$ cat config.mk
export PLATFORM = sky130hd
export DESIGN_NAME = native_cfg_sequencer_flat
export DESIGN_NICKNAME = d
export VERILOG_FILES = /design/src/rtl/native_cfg_sequencer_if.sv /design/src/rtl/native_cfg_sequencer.sv /design/src/flat_wrapper.sv
export SDC_FILE = /design/constraint.sdc
export NUM_CORES = 1
export LEC_CHECK = 0
export ABC_AREA = 1
export ABC_CLOCK_PERIOD_IN_PS = 6200
export CORE_MARGIN = 10
export CORE_UTILIZATION = 40
export DETAILED_ROUTE_END_ITERATION = 6
export GPL_TIMING_DRIVEN = 0
export PLACE_DENSITY = 0.61
export RECOVER_POWER = 50
export SLEW_MARGIN = 40
export SYNTH_ARGS = -nofsm -noshare
export SYNTH_HDL_FRONTEND = slang
export SYNTH_SLANG_ARGS = --single-unit
$ cat constraint.sdc
create_clock -name i_sys_clk -period 6.2 [get_ports i_sys_clk]
set_clock_uncertainty 0.15 [all_clocks]
set_input_delay 1.24 -clock i_sys_clk [delete_from_list [all_inputs] [get_ports i_sys_clk]]
set_output_delay 1.24 -clock i_sys_clk [all_outputs]
set_load 0.05 [all_outputs]
$ cat src/rtl/native_cfg_sequencer_if.sv
// Host command, response and native bridge signals of native_cfg_sequencer.
// slave: the sequencer side; master: the host/bridge side that drives commands and bridge status.
interface native_cfg_sequencer_if #(
    parameter int unsigned ADDR_WIDTH = 32,
    parameter int unsigned DATA_WIDTH = 32
);
    logic                  cmd_valid;
    logic                  cmd_ready;
    logic [1:0]            cmd_op;
    logic [ADDR_WIDTH-1:0] cmd_addr;
    logic [DATA_WIDTH-1:0] cmd_data;
    logic [DATA_WIDTH-1:0] cmd_mask;

    logic                  rsp_valid;
    logic                  rsp_ready;
    logic [DATA_WIDTH-1:0] rsp_data;
    logic                  rsp_err;

    logic                  wr_en;
    logic [ADDR_WIDTH-1:0] wr_addr;
    logic [DATA_WIDTH-1:0] wr_data;
    logic                  wr_busy;

    logic                  rd_en;
    logic [ADDR_WIDTH-1:0] rd_addr;
    logic                  rd_busy;
    logic                  rd_valid;
    logic [DATA_WIDTH-1:0] rd_data;

    logic                  idle;

    modport slave (
        input  cmd_valid, cmd_op, cmd_addr, cmd_data, cmd_mask,
        input  rsp_ready, wr_busy, rd_busy, rd_valid, rd_data,
        output cmd_ready, rsp_valid, rsp_data, rsp_err,
        output wr_en, wr_addr, wr_data, rd_en, rd_addr, idle
    );

    modport master (
        output cmd_valid, cmd_op, cmd_addr, cmd_data, cmd_mask,
        output rsp_ready, wr_busy, rd_busy, rd_valid, rd_data,
        input  cmd_ready, rsp_valid, rsp_data, rsp_err,
        input  wr_en, wr_addr, wr_data, rd_en, rd_addr, idle
    );
endinterface

$ cat src/rtl/native_cfg_sequencer.sv
// Buffers write/read/poll commands and issues them one at a time to the native bridge port.
// Define CFG_SEQ_POLL_EN to enable op 10 (masked poll with timeout); without it op 10 is illegal.
module native_cfg_sequencer #(
    parameter int unsigned ADDR_WIDTH = 32,
    parameter int unsigned DATA_WIDTH = 32,
    parameter int unsigned FIFO_DEPTH = 8,
    parameter int unsigned POLL_LIMIT = 1024
) (
    input  logic                  i_sys_clk,
    input  logic                  i_reset_n,
    native_cfg_sequencer_if.slave bus
);
    localparam int unsigned PTR_W = $clog2(FIFO_DEPTH);

    typedef enum logic [1:0] {
        OP_WR   = 2'b00,
        OP_RD   = 2'b01,
        OP_POLL = 2'b10,
        OP_ILL  = 2'b11
    } op_e;

    typedef enum logic [2:0] {
        IDLE,
        ISSUE_WR,
        GUARD_WR,
        WAIT_WR,
        ISSUE_RD,
        WAIT_RD,
        CHECK,
        RSP
    } state_e;

    state_e state;

    logic [1:0]            fifo_op   [FIFO_DEPTH];
    logic [ADDR_WIDTH-1:0] fifo_addr [FIFO_DEPTH];
    logic [DATA_WIDTH-1:0] fifo_data [FIFO_DEPTH];

    logic [PTR_W:0]   wr_ptr;
    logic [PTR_W:0]   rd_ptr;
    logic [PTR_W:0]   count;
    logic [PTR_W:0]   count_next;
    logic [PTR_W-1:0] wr_idx;
    logic [PTR_W-1:0] rd_idx;
    logic             full;
    logic             empty;
    logic             push;
    logic             pop;
    logic             idle_next;
    op_e              head_op;

    op_e                   cmd_op;
    logic [ADDR_WIDTH-1:0] cmd_addr;
    logic [DATA_WIDTH-1:0] cmd_data;
    logic [DATA_WIDTH-1:0] rd_data_q;
    logic                  err_q;

`ifdef CFG_SEQ_POLL_EN
    logic [DATA_WIDTH-1:0] fifo_mask [FIFO_DEPTH];
    logic [DATA_WIDTH-1:0] cmd_mask;
    logic [15:0]           poll_cnt;
`else
    localparam int unsigned unused_poll_limit = POLL_LIMIT;
    logic unused_mask;
    assign unused_mask = ^bus.cmd_mask;
`endif

    // Pointers carry one extra wrap bit, so occupancy is a plain difference.
    assign count      = wr_ptr - rd_ptr;
    assign full       = count[PTR_W];
    assign empty      = (count == '0);
    assign wr_idx     = wr_ptr[PTR_W-1:0];
    assign rd_idx     = rd_ptr[PTR_W-1:0];
    assign push       = bus.cmd_valid && !full;
    assign pop        = (state == IDLE) && !empty;
    assign head_op    = op_e'(fifo_op[rd_idx]);
    assign count_next = count + {{PTR_W{1'b0}}, push} - {{PTR_W{1'b0}}, pop};

    assign bus.cmd_ready = !full;

    // Predicts the post-edge state so idle stays a registered output without lagging a cycle.
    assign idle_next = (count_next == '0) &&
                       (((state == IDLE) && empty) ||
                        ((state == WAIT_WR) && !bus.wr_busy) ||
                        ((state == RSP) && bus.rsp_valid && bus.rsp_ready));

    always_ff @(posedge i_sys_clk) begin
        if (push) begin
            fifo_op[wr_idx]   <= bus.cmd_op;
            fifo_addr[wr_idx] <= bus.cmd_addr;
            fifo_data[wr_idx] <= bus.cmd_data;
`ifdef CFG_SEQ_POLL_EN
            fifo_mask[wr_idx] <= bus.cmd_mask;
`endif
        end
    end

    always_ff @(posedge i_sys_clk or negedge i_reset_n) begin
        if (!i_reset_n) begin
            wr_ptr <= '0;
            rd_ptr <= '0;
        end else begin
            if (push) wr_ptr <= wr_ptr + 1'b1;
            if (pop)  rd_ptr <= rd_ptr + 1'b1;
        end
    end

    always_ff @(posedge i_sys_clk or negedge i_reset_n) begin
        if (!i_reset_n) begin
            state         <= IDLE;
            cmd_op        <= OP_WR;
            cmd_addr      <= '0;
            cmd_data      <= '0;
            rd_data_q     <= '0;
            err_q         <= 1'b0;
            bus.wr_en     <= 1'b0;
            bus.wr_addr   <= '0;
            bus.wr_data   <= '0;
            bus.rd_en     <= 1'b0;
            bus.rd_addr   <= '0;
            bus.rsp_valid <= 1'b0;
            bus.rsp_data  <= '0;
            bus.rsp_err   <= 1'b0;
            bus.idle      <= 1'b1;
`ifdef CFG_SEQ_POLL_EN
            cmd_mask      <= '0;
            poll_cnt      <= '0;
`endif
        end else begin
            bus.wr_en <= 1'b0;
            bus.rd_en <= 1'b0;
            bus.idle  <= idle_next;
            case (state)
                IDLE: begin
                    if (!empty) begin
                        cmd_op    <= head_op;
                        cmd_addr  <= fifo_addr[rd_idx];
                        cmd_data  <= fifo_data[rd_idx];
                        rd_data_q <= '0;
                        err_q     <= 1'b0;
                        case (head_op)
                            OP_WR: state <= ISSUE_WR;
                            OP_RD: state <= ISSUE_RD;
`ifdef CFG_SEQ_POLL_EN
                            OP_POLL: begin
                                cmd_mask <= fifo_mask[rd_idx];
                                poll_cnt <= 16'(POLL_LIMIT);
                                state    <= ISSUE_RD;
                            end
`endif
                            default: begin
                                err_q <= 1'b1;
                                state <= RSP;
                            end
                        endcase
                    end
                end
                ISSUE_WR: begin
                    if (!bus.wr_busy) begin
                        bus.wr_en   <= 1'b1;
                        bus.wr_addr <= cmd_addr;
                        bus.wr_data <= cmd_data;
                        state       <= GUARD_WR;
                    end
                end
                // The bridge raises busy one cycle after wr_en; skip that cycle.
                GUARD_WR: state <= WAIT_WR;
                WAIT_WR: begin
                    if (!bus.wr_busy) state <= IDLE;
                end
                ISSUE_RD: begin
                    if (!bus.rd_busy) begin
                        bus.rd_en   <= 1'b1;
                        bus.rd_addr <= cmd_addr;
                        state       <= WAIT_RD;
                    end
                end
                WAIT_RD: begin
                    if (bus.rd_valid) begin
                        rd_data_q <= bus.rd_data;
`ifdef CFG_SEQ_POLL_EN
                        state     <= (cmd_op == OP_POLL) ? CHECK : RSP;
`else
                        state     <= RSP;
`endif
                    end
                end
`ifdef CFG_SEQ_POLL_EN
                CHECK: begin
                    if ((rd_data_q & cmd_mask) == (cmd_data & cmd_mask)) begin
                        state <= RSP;
                    end else if (poll_cnt == 16'd1) begin
                        poll_cnt <= '0;
                        err_q    <= 1'b1;
                        state    <= RSP;
                    end else begin
                        poll_cnt <= poll_cnt - 16'd1;
                        state    <= ISSUE_RD;
                    end
                end
`endif
                RSP: begin
                    if (!bus.rsp_valid) begin
                        bus.rsp_valid <= 1'b1;
                        bus.rsp_data  <= rd_data_q;
                        bus.rsp_err   <= err_q;
                    end else if (bus.rsp_ready) begin
                        bus.rsp_valid <= 1'b0;
                        bus.rsp_err   <= 1'b0;
                        state         <= IDLE;
                    end
                end
                default: state <= IDLE;
            endcase
        end
    end
endmodule

$ cat src/flat_wrapper.sv
// flat-port wrapper written by rule: the top's interface ports become plain ports
module native_cfg_sequencer_flat 
#(
    parameter int unsigned ADDR_WIDTH = 32,
    parameter int unsigned DATA_WIDTH = 32,
    parameter int unsigned FIFO_DEPTH = 8,
    parameter int unsigned POLL_LIMIT = 1024
)
  (i_sys_clk, i_reset_n, bus_cmd_valid, bus_cmd_op, bus_cmd_addr, bus_cmd_data, bus_cmd_mask, bus_rsp_ready, bus_wr_busy, bus_rd_busy, bus_rd_valid, bus_rd_data, bus_cmd_ready, bus_rsp_valid, bus_rsp_data, bus_rsp_err, bus_wr_en, bus_wr_addr, bus_wr_data, bus_rd_en, bus_rd_addr, bus_idle);
  native_cfg_sequencer_if #(.ADDR_WIDTH(ADDR_WIDTH), .DATA_WIDTH(DATA_WIDTH)) bus_i ();
  input  logic i_sys_clk;
  input  logic i_reset_n;
  input wire logic [$bits(bus_i.cmd_valid)-1:0] bus_cmd_valid;
  input wire logic [$bits(bus_i.cmd_op)-1:0] bus_cmd_op;
  input wire logic [$bits(bus_i.cmd_addr)-1:0] bus_cmd_addr;
  input wire logic [$bits(bus_i.cmd_data)-1:0] bus_cmd_data;
  input wire logic [$bits(bus_i.cmd_mask)-1:0] bus_cmd_mask;
  input wire logic [$bits(bus_i.rsp_ready)-1:0] bus_rsp_ready;
  input wire logic [$bits(bus_i.wr_busy)-1:0] bus_wr_busy;
  input wire logic [$bits(bus_i.rd_busy)-1:0] bus_rd_busy;
  input wire logic [$bits(bus_i.rd_valid)-1:0] bus_rd_valid;
  input wire logic [$bits(bus_i.rd_data)-1:0] bus_rd_data;
  output wire logic [$bits(bus_i.cmd_ready)-1:0] bus_cmd_ready;
  output wire logic [$bits(bus_i.rsp_valid)-1:0] bus_rsp_valid;
  output wire logic [$bits(bus_i.rsp_data)-1:0] bus_rsp_data;
  output wire logic [$bits(bus_i.rsp_err)-1:0] bus_rsp_err;
  output wire logic [$bits(bus_i.wr_en)-1:0] bus_wr_en;
  output wire logic [$bits(bus_i.wr_addr)-1:0] bus_wr_addr;
  output wire logic [$bits(bus_i.wr_data)-1:0] bus_wr_data;
  output wire logic [$bits(bus_i.rd_en)-1:0] bus_rd_en;
  output wire logic [$bits(bus_i.rd_addr)-1:0] bus_rd_addr;
  output wire logic [$bits(bus_i.idle)-1:0] bus_idle;
  assign bus_i.cmd_valid = bus_cmd_valid;
  assign bus_i.cmd_op = bus_cmd_op;
  assign bus_i.cmd_addr = bus_cmd_addr;
  assign bus_i.cmd_data = bus_cmd_data;
  assign bus_i.cmd_mask = bus_cmd_mask;
  assign bus_i.rsp_ready = bus_rsp_ready;
  assign bus_i.wr_busy = bus_wr_busy;
  assign bus_i.rd_busy = bus_rd_busy;
  assign bus_i.rd_valid = bus_rd_valid;
  assign bus_i.rd_data = bus_rd_data;
  assign bus_cmd_ready = bus_i.cmd_ready;
  assign bus_rsp_valid = bus_i.rsp_valid;
  assign bus_rsp_data = bus_i.rsp_data;
  assign bus_rsp_err = bus_i.rsp_err;
  assign bus_wr_en = bus_i.wr_en;
  assign bus_wr_addr = bus_i.wr_addr;
  assign bus_wr_data = bus_i.wr_data;
  assign bus_rd_en = bus_i.rd_en;
  assign bus_rd_addr = bus_i.rd_addr;
  assign bus_idle = bus_i.idle;
  native_cfg_sequencer #(.ADDR_WIDTH(ADDR_WIDTH), .DATA_WIDTH(DATA_WIDTH), .FIFO_DEPTH(FIFO_DEPTH), .POLL_LIMIT(POLL_LIMIT)) u_core (.i_sys_clk(i_sys_clk), .i_reset_n(i_reset_n), .bus(bus_i));
endmodule
==> impl_metrics.env, run 1 <==
export IMPL_worstMarginPinSlew_ns=3.601
export IMPL_synth_edf_count=528
export IMPL_ys_ff_latch=769
export IMPL_cp_slowest_stage_delay_ns=0.63
export IMPL_yosys_warnings=0
export IMPL_clk_latency_ns=0.64
export IMPL_reg2reg_slack_ns=0.49
export IMPL_max_slew_margin=-1.401
export IMPL_crit_family="buffers and inverters"
export IMPL_run_status="finished with violations"
export IMPL_post_cts_resized=0
export IMPL_globalplace_congestion=0.8056
export IMPL_dr_pass1_iters=7
export IMPL_core_area_um2=73080
export IMPL_avgViaCountPerCell=5.430
export IMPL_yosysSeqAreaShare=0.7409
export IMPL_grt_overflow_total=0
export IMPL_fin_nets=2837
export IMPL_finalSetupViolations=0
export IMPL_vias=20198
export IMPL_cts_num_sinks=769
export IMPL_path_max_fanout=10
export IMPL_fmaxAchievable_ghz=0.1751
export IMPL_placementRows=99
export IMPL_crit_buf_inv=8
export IMPL_port_buffers=237
export IMPL_fp_dieH_um=291.8
export IMPL_post_route_cell_area_um2=36570
export IMPL_ir_drop_v=0.0002919
export IMPL_hpwlAfterDp_mm=61.15
export IMPL_cts_root_buffer="clkbuf_16"
export IMPL_drv_cap=1
export IMPL_total_power_uw=19760
export IMPL_routed_wl_mm=88.16
export IMPL_cp_required_ns=6.59
export IMPL_end_kind="flop"
export IMPL_dr_first_iter_drc_count=2055
export IMPL_synth_distinct_cells=37
export IMPL_tritoncts="done"
export IMPL_cp_arrival_ns=6.10
export IMPL_grt_max_degree=76
export IMPL_wl_per_cell_um=23.70
export IMPL_worst_hold_slack_ns=0.3276
export IMPL_leakagePower_uw=0.01339
export IMPL_postCtsHoldBufs=0
export IMPL_dpl_cell_area_um2=34030
export IMPL_async_flop_share=0.3134
export IMPL_min_period_over_period=0.9210
export IMPL_p_per_area_nw_per_um2=540.4
export IMPL_cts_setup_buffers=0
export IMPL_grt_pass1_vias=20457
export IMPL_drv_slew=62
export IMPL_clk_pin_slew_ns=0.06
export IMPL_grt_setup_unrepaired="false"
export IMPL_crit_chain="clkinv_1, clkbuf_1, buf_2, ha_1, a21oi_1, nand2_1, xor2_1, ha_1, nand3_1, nand2_2, inv_2, buf_6, buf_2, ha_1, inv_1, ha_1, inv_1, fa_1, nand2_1, nor2_1, o211ai_1, nor2_1"
export IMPL_antenna_found_initial=21
export IMPL_die_area_um2=85130
export IMPL_cpMaxStageDelayCell="clkbuf_1"
export IMPL_hold_viol=0
export IMPL_postRouteAntennaNets=0
export IMPL_layout_drive_gt1_share=0.08860
export IMPL_violations="max-capacitance violations, max-slew violations"
export IMPL_synth_area_um2=29540
export IMPL_initial_core_util=0.4042
export IMPL_crit_type="flop to flop"
export IMPL_synth_fp_nets=2479
export IMPL_io_pins=271
export IMPL_cts_buffers=81
export IMPL_area_delta_synth_final_pct=23.78
export IMPL_synth_cells=2330
export IMPL_route_detailed_drc=0
export IMPL_htreeDepth=3
export IMPL_start_kind="flop"
export IMPL_path_common_cell="ha_1"
export IMPL_nFillCells=6219
export IMPL_ys_flop_type="edfxtp_1"
export IMPL_finalCriticalPeriod_ns=5.710
export IMPL_die_width_um=291.8
export IMPL_cts_buffer_depth=3
export IMPL_grt_use_total=0.2023
export IMPL_worstHoldPathType="flop to flop"
export IMPL_synth_area_per_cell_um2=12.68
export IMPL_grt_first_pass_wirelength_mm=131.5
==> worst paths after layout <==
path                                                     start                              end  cells past startpoint
max in group asynchronous                            i_reset_n        u_core.bus.idle$_DFF_PN1_                      4
worst max-delay path              u_core.rd_ptr[2]$_DFFE_PN0P_        u_core.bus.idle$_DFF_PN1_                     22
min in group asynchronous                            i_reset_n  u_core.cmd_addr[11]$_DFFE_PN0P_                      1
worst max register to register    u_core.rd_ptr[2]$_DFFE_PN0P_        u_core.bus.idle$_DFF_PN1_                     22
worst min-delay path            u_core.bus.rsp_err$_DFFE_PN0P_   u_core.bus.rsp_err$_DFFE_PN0P_                      2
worst min register to register  u_core.bus.rsp_err$_DFFE_PN0P_   u_core.bus.rsp_err$_DFFE_PN0P_                      2
==> power by group <==
group          switching, µW  leakage [µW]  internal, µW
registers                454       0.00786          6790
clock network           1980       0.00125          2700
logic                   5500       0.00428          2340
total                   7940        0.0134         11800
==> routing by layer <==
metal,vias to the layer above,wire [µm],part of all wire,track usage
met1,10097,35940,0.41,0.2639
met2,838,42080,0.48,0.3303
met5,-,69,0.00078,0
met4,12,2247,0.025,0.06274
met3,171,7827,0.089,0.04932
li1,9080,-,-,-
==> area by class of cell <==
class,instances,area [µm²],area share
clock inverters,36,322.8,0.008828
inverters,151,568.0,0.01553
clock buffers,113,2238,0.06121
flip-flops and latches,769,21890,0.5986
diodes,7,17.52,0.0004790
repair buffers,275,3189,0.08722
plain buffers,151,815.8,0.02231
multi-input cells,1259,6327,0.1730
well taps,959,1200,0.03281
==> flip-flops by register name, indices dropped and copies added, names as in the netlist <==
name / flops
u_core.bus.idle: 1
u_core.bus.rd_addr: 32
u_core.bus.rd_en: 1
u_core.bus.rsp_data: 32
u_core.bus.rsp_err: 1
u_core.bus.rsp_valid: 1
u_core.bus.wr_addr: 32
u_core.bus.wr_data: 32
u_core.bus.wr_en: 1
u_core.cmd_addr: 32
u_core.cmd_data: 32
u_core.err_q: 1
u_core.fifo_addr: 256
u_core.fifo_data: 256
u_core.fifo_op: 16
u_core.rd_data_q: 32
u_core.rd_ptr: 4
u_core.state: 3
u_core.wr_ptr: 4
==> worst register-to-register path: cells and delay by family, from the launching register on <==
kind	cells	cell delay, ns
adder cells (fa/ha/maj)	5	1.59
buffers and inverters	8	2.12
AO/OA/AOI/OAI	2	0.27
AND/OR/NAND/NOR	6	0.72
flip-flops	1	0.40
XOR/XNOR	1	0.37
==> cells in the final DEF (no fill, tap or decap), drive strengths merged, types with 2 or more instances in the layout <==
cell | netlist | layout
o221ai | 98 | 98
clkbuf | 82 | 199
nor2 | 285 | 285
diode | 0 | 7
clkdlybuf4s50 | 0 | 167
o22ai | 13 | 13
inv | 149 | 151
o21ai | 512 | 512
dfrtp | 240 | 240
dlygate4sd3 | 0 | 69
o211ai | 7 | 7
xnor2 | 2 | 2
fa | 2 | 2
buf | 69 | 104
bufinv | 0 | 4
xor2 | 5 | 5
nand3 | 104 | 104
edfxtp | 528 | 528
ha | 10 | 10
a21oi | 15 | 15
clkinv | 2 | 31
nand2 | 199 | 199
nand3b | 3 | 3
==> Yosys cell counts (9+ instances only) <==
cell      number  area (µm²)
a21oi_1       15       75.07
buf_2         39       195.2
buf_4          9       67.56
buf_6         15       168.9
clkbuf_1      80       300.3
dfrtp_1      240        6006
edfxtp_1     528       15860
ha_1          10       125.1
inv_1        142       533.0
nand2_1      197       739.5
nand3_1      104       520.5
nor2_1       282        1059
o21ai_0      398        1992
o21ai_1      114       570.6
o221ai_1      98       858.3
o22ai_1       13       81.33
==> per-stage QoR <==
step | util | TNS [ns] | instances | setup slack, ns
after global routing | 0.5001 | 0 | 3714 | 0.3699
after detailed placement | 0.4656 | 0 | 3564 | 0.5582
after floorplan | - | -1.345 | 2330 | -0.005093
after CTS | 0.5007 | 0 | 3713 | 0.5394
final | 0.5003 | 0 | 3720 | 0.4900
after global placement | 0.4531 | -3175.38 | 3526 | -6.958
==> cell families (layout without fill, tap and decap cells) <==
group,after synthesis,in the layout,share of synthesized area
and+or+nand+nor,594,594,0.08106
adders and majority gates,12,12,0.005591
AOI/OAI and AO/OA,646,646,0.1236
other,0,7,0
DFF,769,769,0.7409
buffers and inverters,302,726,0.04680
xor gates and xnor gates,7,7,0.002075
Power figures use the tool's default switching activity.
==> run 2: changes to the inputs <==
Settings changed: GPL_ROUTABILITY_DRIVEN from default to 0.
==> results of run 2 <==
Final layout, timing and power as in run 1 (identical DEF).
